==> config.mk <==
export PLATFORM = sky130hd
export DESIGN_NAME = gpio_in_filter_flat
export DESIGN_NICKNAME = d
export VERILOG_FILES = /design/src/rtl/gpio_in_filter_if.sv /design/src/rtl/gpio_in_filter.sv /design/src/flat_wrapper.sv
export SDC_FILE = /design/constraint.sdc
export NUM_CORES = 1
export LEC_CHECK = 0
export ABC_AREA = 1
export CORE_UTILIZATION = 52
export DETAILED_ROUTE_END_ITERATION = 16
export PLACE_DENSITY = 0.76
export RECOVER_POWER = 25
export SLEW_MARGIN = 30
export SYNTH_ARGS = -nofsm -noshare
export SYNTH_HDL_FRONTEND = slang
export SYNTH_SLANG_ARGS = --single-unit
export TNS_END_PERCENT = 30
==> constraint.sdc <==
create_clock -name clk -period 1.3 [get_ports clk]
set_clock_uncertainty 0.05 [all_clocks]
set_input_delay 0.13 -clock clk [delete_from_list [all_inputs] [get_ports clk]]
set_output_delay 0.13 -clock clk [all_outputs]
set_load 0.01 [all_outputs]
==> src/rtl/gpio_in_filter_if.sv <==
// GPIO input conditioner bus: raw pins, edge/irq controls in;
// debounced levels, edge pulses, pending flags and irq out.
interface gpio_in_filter_if #(
  parameter int CH = 4
);
  logic [CH-1:0] gpio_in;
  logic [CH-1:0] edge_rise_en;
  logic [CH-1:0] edge_fall_en;
  logic [CH-1:0] irq_en;
  logic [CH-1:0] pend_clr;
  logic [CH-1:0] gpio_db;
  logic [CH-1:0] rise;
  logic [CH-1:0] fall;
  logic [CH-1:0] pend;
  logic          irq;

  modport master (
    output gpio_in,
    output edge_rise_en,
    output edge_fall_en,
    output irq_en,
    output pend_clr,
    input  gpio_db,
    input  rise,
    input  fall,
    input  pend,
    input  irq
  );

  modport slave (
    input  gpio_in,
    input  edge_rise_en,
    input  edge_fall_en,
    input  irq_en,
    input  pend_clr,
    output gpio_db,
    output rise,
    output fall,
    output pend,
    output irq
  );
endinterface

==> src/rtl/gpio_in_filter.sv <==
// Per-channel 2-flop sync, debounce, rise/fall pulses, sticky pend, irq.
// Ports: clk, reset (async active-low), bus (gpio_in_filter_if.slave).
module gpio_in_filter #(
  parameter int   CH        = 4,
  parameter int   CNT_W     = 16,
  parameter int   DB_CYCLES = 50000,
  parameter logic INIT_LVL  = 1'b0
) (
  input logic            clk,
  input logic            reset,
  gpio_in_filter_if.slave bus
);

  localparam logic [CNT_W-1:0] DB_LAST =
    CNT_W'(DB_CYCLES - 1);

  logic [CH-1:0] r_sync1;
  logic [CH-1:0] r_sync2;
  logic [CH-1:0] r_db;
  logic [CH-1:0] r_rise;
  logic [CH-1:0] r_fall;
  logic [CH-1:0] r_pend;
  logic          r_irq;

  logic [CH-1:0] w_diff;
  logic [CH-1:0] w_acc;
  logic [CH-1:0] w_rise;
  logic [CH-1:0] w_fall;
  logic [CH-1:0] w_set;

  assign w_diff = r_sync2 ^ r_db;

  for (genvar g = 0; g < CH; g++) begin : g_ch
    logic [CNT_W-1:0] r_cnt;

    // accept once the mismatch has held DB_CYCLES samples
    assign w_acc[g] = w_diff[g] && (r_cnt == DB_LAST);

    always_ff @(posedge clk or negedge reset) begin
      if (!reset) begin
        r_cnt <= '0;
      end else if (!w_diff[g] || w_acc[g]) begin
        r_cnt <= '0;
      end else begin
        r_cnt <= r_cnt + CNT_W'(1);
      end
    end
  end

  assign w_rise = w_acc & r_sync2;
  assign w_fall = w_acc & ~r_sync2;
  assign w_set  = (bus.edge_rise_en & w_rise)
                | (bus.edge_fall_en & w_fall);

  always_ff @(posedge clk or negedge reset) begin
    if (!reset) begin
      r_sync1 <= {CH{INIT_LVL}};
      r_sync2 <= {CH{INIT_LVL}};
      r_db    <= {CH{INIT_LVL}};
      r_rise  <= '0;
      r_fall  <= '0;
      r_pend  <= '0;
      r_irq   <= 1'b0;
    end else begin
      r_sync1 <= bus.gpio_in;
      r_sync2 <= r_sync1;
      r_db    <= r_db ^ w_acc;
      r_rise  <= w_rise;
      r_fall  <= w_fall;
      // set beats a same-cycle clear so no edge is lost
      r_pend  <= w_set | (r_pend & ~bus.pend_clr);
      r_irq   <= |(r_pend & bus.irq_en);
    end
  end

  assign bus.gpio_db = r_db;
  assign bus.rise    = r_rise;
  assign bus.fall    = r_fall;
  assign bus.pend    = r_pend;
  assign bus.irq     = r_irq;

endmodule

==> src/flat_wrapper.sv <==
// flat-port wrapper written by rule: the top's interface ports become plain ports
module gpio_in_filter_flat 
#(
  parameter int   CH        = 4,
  parameter int   CNT_W     = 16,
  parameter int   DB_CYCLES = 50000,
  parameter logic INIT_LVL  = 1'b0
)
  (clk, reset, bus_gpio_in, bus_edge_rise_en, bus_edge_fall_en, bus_irq_en, bus_pend_clr, bus_gpio_db, bus_rise, bus_fall, bus_pend, bus_irq);
  gpio_in_filter_if #(.CH(CH)) bus_i ();
  input logic clk;
  input logic reset;
  input wire logic [$bits(bus_i.gpio_in)-1:0] bus_gpio_in;
  input wire logic [$bits(bus_i.edge_rise_en)-1:0] bus_edge_rise_en;
  input wire logic [$bits(bus_i.edge_fall_en)-1:0] bus_edge_fall_en;
  input wire logic [$bits(bus_i.irq_en)-1:0] bus_irq_en;
  input wire logic [$bits(bus_i.pend_clr)-1:0] bus_pend_clr;
  output wire logic [$bits(bus_i.gpio_db)-1:0] bus_gpio_db;
  output wire logic [$bits(bus_i.rise)-1:0] bus_rise;
  output wire logic [$bits(bus_i.fall)-1:0] bus_fall;
  output wire logic [$bits(bus_i.pend)-1:0] bus_pend;
  output wire logic [$bits(bus_i.irq)-1:0] bus_irq;
  assign bus_i.gpio_in = bus_gpio_in;
  assign bus_i.edge_rise_en = bus_edge_rise_en;
  assign bus_i.edge_fall_en = bus_edge_fall_en;
  assign bus_i.irq_en = bus_irq_en;
  assign bus_i.pend_clr = bus_pend_clr;
  assign bus_gpio_db = bus_i.gpio_db;
  assign bus_rise = bus_i.rise;
  assign bus_fall = bus_i.fall;
  assign bus_pend = bus_i.pend;
  assign bus_irq = bus_i.irq;
  gpio_in_filter #(.CH(CH), .CNT_W(CNT_W), .DB_CYCLES(DB_CYCLES), .INIT_LVL(INIT_LVL)) u_core (.clk(clk), .reset(reset), .bus(bus_i));
endmodule
# ---- Word-level counts from Yosys, hierarchy flattened
# Index checks and enable logic that the tools add are counted.
dict set report word_totals {
  reg_bits 89
  latch_bits 0
  ram_bits 0
  romBits 0
  in_bits 22
  out_inout_bits 17
  wordCells 48
  mem_count 0
}
dict set report op_classes {
  add_sub_neg 4
  multipliers 0
  div 0
  order_cmp 0
  eq_ne 4
  n_shift 0
  mux 4
  bitwise_logic 12
  reduce_logical 13
}
# op count
set ops {}
lappend ops {{16-bit by 1-bit adder with 16-bit output, second input constant} 4}
lappend ops {{16-bit equality test, second input constant} 4}
lappend ops {{16-bit 2-to-1 mux} 4}
lappend ops {{4-bit AND} 6}
lappend ops {{4-bit inverter} 2}
lappend ops {{4-bit OR} 2}
lappend ops {{4-bit bitwise XOR} 2}
lappend ops {{1-bit logical AND} 4}
lappend ops {{1-bit logical NOT} 4}
lappend ops {{1-bit logical OR} 4}
lappend ops {{4-bit OR reduction} 1}

# ---- Depth between registers and ports, before layout
# Gate-level depths: netlist of run 1.
dict set report depth {
  ltp_word 6
  mapped_depth 9
  mapped_depth_nobuf 9
}

# ---- Worst setup path before layout of run 1
# Ideal clock, no wire load.
dict set report synth_path {
  path_type {flip-flop to flip-flop}
  startpoint {reg u_core.g_ch[2].r_cnt[0]}
  endpoint {reg u_core.g_ch[2].r_cnt[10]}
  setup_time_ps 118
  arrival_time_ps 1216
  required_ps 1132
  path_slack_ps -85
  stages_incl_launch_ff 8
  n_path_buf 1
  period_less_slack_ps 1385
  cell_sequence {dfrtp_1 > ha_1 > nand3_2 > nor2_4 > nand2_2 > nand2_4 > buf_6 > nor2_1}
}
dict set report synth_via {
  elab_chain_len 4
}
# item line_no
set synth_rtl {}
lappend synth_rtl {{start, declared} gpio_in_filter.sv:34} ;# logic [CNT_W-1:0] r_cnt;
lappend synth_rtl {{start signal, assigned} gpio_in_filter.sv:45} ;# r_cnt <= r_cnt + CNT_W'(1);
lappend synth_rtl {{parallel branches: the longest is 3 deep, another holds 16-bit by 1-bit adder with 16-bit output} --}
lappend synth_rtl {{16-bit 2-to-1 mux *} gpio_in_filter.sv:42} ;# end else if (!w_diff[g] || w_acc[g]) begin
# Every way passes the cells marked *.

# ---- Final worst setup path of run 1
dict set report layout_path {
  startpoint {reg u_core.g_ch[3].r_cnt[0]}
  endpoint {reg u_core.g_ch[3].r_cnt[4]}
}
dict set report layout_via {
  elab_chain_len 4
}
# item line_no
set layout_rtl {}
lappend layout_rtl {{start, declared} gpio_in_filter.sv:34}
lappend layout_rtl {{start signal, assigned} gpio_in_filter.sv:45}
lappend layout_rtl {{parallel branches: the longest is 3 deep, another holds 16-bit by 1-bit adder with 16-bit output} --}
lappend layout_rtl {{16-bit 2-to-1 mux *} gpio_in_filter.sv:42}
# Marked as above.

==> results of run 1 <==
==> where the power goes <==
group	total, mW	internal, mW	switching, mW
logic	0.319	0.139	0.180
registers	2.86	2.81	0.0496
clock network	2.24	1.24	0.997
total	5.42	4.19	1.23
==> kinds of logic after synthesis <==
| kind of cell | count (synthesis) | synth area share |
|---|---|---|
| XOR/XNOR | 18 | 0.03496 |
| AND/OR/NAND/NOR | 366 | 0.3510 |
| flip-flops | 89 | 0.4939 |
| buffers and inverters | 72 | 0.06826 |
| adder cells (fa/ha/maj) | 4 | 0.01110 |
| AO/OA/AOI/OAI | 33 | 0.04079 |
==> placed cells by master, fill, tap and decap left out, types with 3 or more instances in the layout <==
| cell | netlist | layout |
|---|---|---|
| clkdlybuf4s50_1 | 0 | 16 |
| o21bai_1 | 6 | 6 |
| nand3_4 | 0 | 3 |
| dlygate4sd2_1 | 0 | 17 |
| nor2_1 | 146 | 123 |
| nor3_1 | 22 | 10 |
| buf_4 | 0 | 57 |
| or2_4 | 0 | 4 |
| o21ai_0 | 6 | 3 |
| nor3_2 | 0 | 11 |
| nand2_4 | 5 | 9 |
| dlygate4sd3_1 | 0 | 5 |
| nand3_1 | 31 | 26 |
| dfrtp_2 | 0 | 10 |
| o21ai_1 | 3 | 4 |
| xnor2_1 | 3 | 3 |
| a21oi_2 | 1 | 4 |
| nand2_2 | 3 | 16 |
| clkbuf_8 | 0 | 12 |
| a21oi_1 | 17 | 14 |
| nand4_1 | 17 | 17 |
| inv_1 | 66 | 61 |
| ha_4 | 0 | 4 |
| nand3_2 | 1 | 3 |
| nand2_1 | 124 | 104 |
| inv_2 | 1 | 6 |
| nor2_4 | 1 | 22 |
| buf_6 | 5 | 3 |
| nor2_2 | 11 | 13 |
| dfrtp_1 | 89 | 79 |
| nand2_8 | 0 | 6 |
| xor2_1 | 15 | 15 |
==> worst reg2reg max path, delay by kind of cell (launching register included) <==
family | cells | cell delay [ps]
and+or+nand+nor | 2 | 200
adders and majority gates | 1 | 190
buffers and inverters | 2 | 280
DFF | 1 | 410
xor gates and xnor gates | 1 | 190
==> final cells by class <==
cell class	instances	share of cell area
sequential	89	0.3616
clock buffer	12	0.02667
clock inverter	4	0.01192
inverter	67	0.04061
timing repair buffer	99	0.1337
antenna	1	0.0004040
tap	105	0.02121
multi-input combinational	424	0.4038
==> metrics by stage <==
stage          area [um^2]  utilization  hold WS [ps]  std cells  TNS, ps
2_1_floorplan         4549            -        -215.6        582   -9.093
3_3_place_gp          5360       0.6459         157.4        766   -375.3
3_5_place_dp          5360       0.6459         159.3        766    -2495
4_1_cts               5731       0.6905         160.4        786   -597.1
5_1_grt               6193       0.7463         270.1        801    -6862
6_report              6193       0.7463         280.1        801    -2338
==> sequential cells by signal, indices dropped and copies added, names as in the netlist, named ones only <==
register,cells
u_core.r_sync2,4
u_core.g_ch.r_cnt,64
u_core.bus.fall,4
u_core.r_sync1,4
u_core.bus.irq,1
u_core.bus.rise,4
u_core.bus.pend,4
==> worst paths after layout <==
check / slack (ps) / endpoint / cells after the start
max: -130 / u_core.g_ch[3].r_cnt[4] / 6
min: 280 / u_core.r_sync1[0] / 1
max reg2reg: -130 / u_core.g_ch[3].r_cnt[4] / 6
min reg2reg: 300 / u_core.r_sync2[3] / 0
max in group asynchronous: 190 / u_core.g_ch[0].r_cnt[2] / 3
min in group asynchronous: 440 / u_core.g_ch[3].r_cnt[8] / 3
==> per-layer routing <==
metal  vias up  track usage
met5         -            0
met4         0      0.08838
met3        50      0.05024
met2       185       0.4339
met1      2032       0.3217
li1       2046            -
==> timing repair <==
item | 4_1_cts | 5_1_grt
hold buffers | 1 | 0
gates cloned | 1 | 2
endpoints found under the setup margin | 81 | 78
setup buffers | 2 | 12
pin swaps | 10 | 42
gates resized for setup | 46 | 97
hold endpoints to repair | 89 | 0
==> results.yml, run 1 <==
critical_path:
  cp_max_fo: 4
  r2r_start: "u_core.g_ch[3].r_cnt[0]"
  startpoint: "u_core.g_ch[3].r_cnt[0]"
  critPathTopFamily: "flip-flops"
  cp-end-kind: "flop"
  cp_slowest_stage_delay_ps: 410
  cp_num_buf_inv: 2
  required_ps: 1490
  path_class: "flop to flop"
  slowest_stage: "dfrtp_2"
  start_kind: "flop"
  cp_data_arrival_time_ps: 1620
  path_cells: "ha_4, nand3_4, buf_4, buf_4, xor2_1, nor2_1"
  crit_top_cell: "buf_4"
synthesis:
  netlist_area_mm2: 0.004509
  ys_top_cells_by_count: "nor2_1 (146), nand2_1 (124), dfrtp_1 (89)"
  yosysTopAreaCell: "dfrtp_1"
  synth_most_common_cell: "nor2_1"
  syn_inst: 582
  synth_ff_type: "dfrtp_1"
  ys_warn_count: 0
  synth_edf_count: 0
  synth-seq-area-share: 0.4939
  yosysTopAreaCellShare: 0.4939
  syn_nets: 608
  synth.area.top_cells: "dfrtp_1 (49%), nor2_1 (12%), nand2_1 (10%), inv_1 (5.5%), nand3_1 (3.4%)"
  async_flop_share: 1.000
  yosys.cell_types.count: 24
  synth_area_per_cell_um2: 7.748
  yosys_register_bits: 89
routing:
  first_iter_violations: 249
  vias: 4313
  drt-total-wl_mm: 11.88
  wl_met1_mm: 4.786
  first_pass_iters: 5
  route.met3.wl_um: 730
  drc: 0
  route.top_layer_used: "met4"
  wire_per_inst_um: 14.83
  wl_met2_mm: 5.943
  vias_per_cell: 5.385
  ant_nets: 0
timing:
  rsz0062_at_grt: "true"
  slew_headroom: 0.4797
  finalCritPeriodShare: 1.102
  setup_ws_ps: -133.1
  worst_pin_slew_ps: 780.4
  finalSetupViolations: 54
  fmax_mhz: 697.8
  finalCriticalPeriod_ps: 1433
  final_hold_viol_count: 0
  drv_slew: 0
status:
  violations: "negative setup slack"
  status: "complete, but fails checks"
floorplanning:
  dieArea_mm2: 0.009048
  initial_core_util: 0.5433
  die_y_um: 95.12
  ios: 39
  core_area_mm2: 0.008299
  die_w_um: 95.12
  placementRows: 33
global_routing:
  grt_pass1_vias: 3980
  grt_usage: 0.2546
  grt_pass1_wl_mm: 17.82
  grt-ovfl-total: 0
  antenna_found_initial: 1
  grt_start_max_net_pins: 90
cells_and_area:
  seq_area_mm2: 0.002240
  drive_above_1_share: 0.2748
  multi_input_area_mm2: 0.002501
  fill_cells: 569
  area_growth_pct: 37.35
  final_nets: 716
clock_tree:
  cts-root-buf: "clkbuf_8"
  cts_buffers: 9
  cts.sinks: 89
  clk_pin_slew_ps: 90
  clk_latency_ps: 360
  clock_path_buffers: 2
  cts_tree: "done"
  h-tree-depth: 3
hold_path:
  worstHoldStart: "bus_gpio_in[0]"
  hp-class: "input pin to flop"
pwr:
  ir_drop_mv: 0.7366
  powerDensity_mw_per_mm2: 874.7
  finalPower_mw: 5.417
  p_leak_nw: 2.838
placed_design:
  pre_cts_ws_ps: -90.63
  place_congestion: 0.9036
  hpwlAfterDp_mm: 6.980
  io_buffer_count: 38
job:
  max_cap_violations: 0
Note: power is estimated with default switching activity, not from simulation.
==> inputs of run 2 (changes only) <==
- CELL_PAD_IN_SITES_DETAIL_PLACEMENT: not set -> 1
- CELL_PAD_IN_SITES_GLOBAL_PLACEMENT: not set -> 1
- CORE_MARGIN: not set -> 3
- CORE_UTILIZATION: 52 -> 39
- PLACE_DENSITY: 0.76 -> not set
- PLACE_DENSITY_LB_ADDON: not set -> 0.1
==> run 2 against run 1 <==
The flow still finishes with violations (negative setup slack). Highest routed layer is now met5. First-iteration DRC count fell by 31%. Sequential power barely moved. Sequential cell count did not move. Non-clock buffer count rose by 52.
==> results.yml, run 2 (same netlist as run 1, synthesis figures left out) <==
floorplanning:
  initial_core_util: 0.4070
  die_y_um: 113.5
  ios: 39
  dieArea_mm2: 0.01289
  die_w_um: 113.5
  placementRows: 38
  core_area_mm2: 0.01108
pwr:
  powerDensity_mw_per_mm2: 906.4
  p_leak_nw: 3.218
  ir_drop_mv: 1.128
placed_design:
  io_buffer_count: 38
  place_congestion: 0.8303
  pre_cts_ws_ps: -147.2
  hpwlAfterDp_mm: 9.381
cells_and_area:
  layout_common_cells: "nor2_1 (106), buf_4 (105), nand2_1 (92), dfrtp_1 (79), inv_1 (59)"
  fin_util: 0.6184
  multi_input_area_mm2: 0.002604
  antenna_cells: 0
  layout_commonest_cell: "nor2_1"
  largest_reg_flops: 64
  area_growth_pct: 51.91
  final_nets: 768
  drive_above_1_share: 0.3695
  fill_cells: 1298
  top_register: "u_core.g_ch.r_cnt"
  seq_area_mm2: 0.002240
clock_tree:
  cts_tree: "done"
  clk_latency_ps: 360
  cts.sinks: 89
  clk_pin_slew_ps: 70
  cts_buffers: 9
  clock_path_buffers: 2
  h-tree-depth: 3
  cts-root-buf: "clkbuf_16"
timing:
  finalCriticalPeriod_ps: 1450
  slew_headroom: 0.6086
  hold_slack_ps: 254.1
  setup_ws_ps: -150.0
  fmax_mhz: 689.7
  drv_slew: 0
  rsz0062_at_grt: "true"
  worst_pin_slew_ps: 587.0
  finalSetupViolations: 59
  final_hold_viol_count: 0
  finalCritPeriodShare: 1.115
critical_path:
  r2r_start: "u_core.g_ch[0].r_cnt[0]"
  start_kind: "flop"
  cp-end-kind: "flop"
  r2r_setup_slack_ps: -150
  r2r_cells: 6
  startpoint: "u_core.g_ch[0].r_cnt[0]"
  cp_max_fo: 4
  cp_data_arrival_time_ps: 1650
  required_ps: 1500
  path_class: "flop to flop"
  timing.rr.end: "u_core.g_ch[0].r_cnt[5]"
status:
  status: "complete, but fails checks"
  violations: "negative setup slack"
global_routing:
  antenna_found_initial: 1
  grt_usage: 0.2335
  grt_pass1_wl_mm: 23.73
  grt-ovfl-total: 0
  grt_pass1_vias: 4883
  grt_start_max_net_pins: 39
routing:
  first_iter_violations: 172
  ant_nets: 0
  wire_per_inst_um: 18.18
  drc: 0
  first_pass_iters: 4
  drt-total-wl_mm: 16.13
  vias: 4536
  vias_per_cell: 5.114
hold_path:
  hp-class: "input pin to async pin"
job:
  max_cap_violations: 0
==> run 2: changes by cell type in the layout (fill, tap and decap cells not counted), sizes merged <==
cell         change
buf             +55
clkinv           -1
clkbuf           -2
diode            -1
clkinvlp         +3
dlygate4sd2      -3
==> run 2: area by class of cell <==
type | count | share of cell area
flip-flops and latches | 89 | 0.3269
repair buffers | 151 | 0.1821
well taps | 140 | 0.02557
multi-input cells | 424 | 0.3801
clock buffers | 10 | 0.03489
inverters | 67 | 0.03708
clock inverters | 6 | 0.01333
==> run 2: through the flow <==
stage	TNS (ps)	std cells	total power, mW	area [um^2]
final	-3480	887	6.209	6850
after global placement	-1199	837	3.185	5687
after global routing	-8867	887	6.415	6850
after floorplan	-9.093	582	3.015	4549
after CTS	-1961	865	6.171	6321
after detailed placement	-5355	837	3.205	5687
==> run 2: how the worst max path moves through the flow <==
stage	endpoint	slack, ps	cells after the start
finish	u_core.g_ch[0].r_cnt[5]	-150	6
global route	u_core.g_ch[0].r_cnt[5]	-220	6
global placement	u_core.g_ch[3].r_cnt[15]	-40	6
CTS	u_core.g_ch[1].r_cnt[10]	-180	7
floorplan	u_core.g_ch[3].r_cnt[10]	-3	7
detailed placement	u_core.g_ch[0].r_cnt[15]	-150	6
==> run 2: metal layers <==
metal	GRT usage	routed length, um	vias to the layer above
li1	-	-	2144
met1	0.2726	6712	2268
met3	0.05782	563	38
met5	0	13	-
met4	0.07612	459	2
met2	0.4189	8375	84
==> run 2: critical path, stage by stage (launching register included) <==
cell     delay (ps)
dfrtp_1         420
buf_6           130
inv_2            40
nor2_4          210
buf_4           170
a21oi_1          70
nor3_1          250
==> run 2: report_power, final <==
part / switching, mW / total [mW] / internal (mW)
Sequential: 0.0529 / 2.86 / 2.81
Clock: 1.21 / 2.95 / 1.74
Combinational: 0.216 / 0.397 / 0.181
==> run 2: what timing repair did <==
item / 4_1_cts / 5_1_grt
cloned: 2 / 1
resized for setup: 81 / 112
pin swaps: 25 / 55
hold buffers: 1 / 0
endpoints found under the setup margin: 90 / 83
endpoints found under the hold margin: 89 / 0
setup buffers: 9 / 22
==> inputs of run 3 (changes only) <==
- ABC_CLOCK_PERIOD_IN_PS: not set -> 1300
==> results of run 3 <==
Final layout, timing and power as in run 2 (identical DEF).
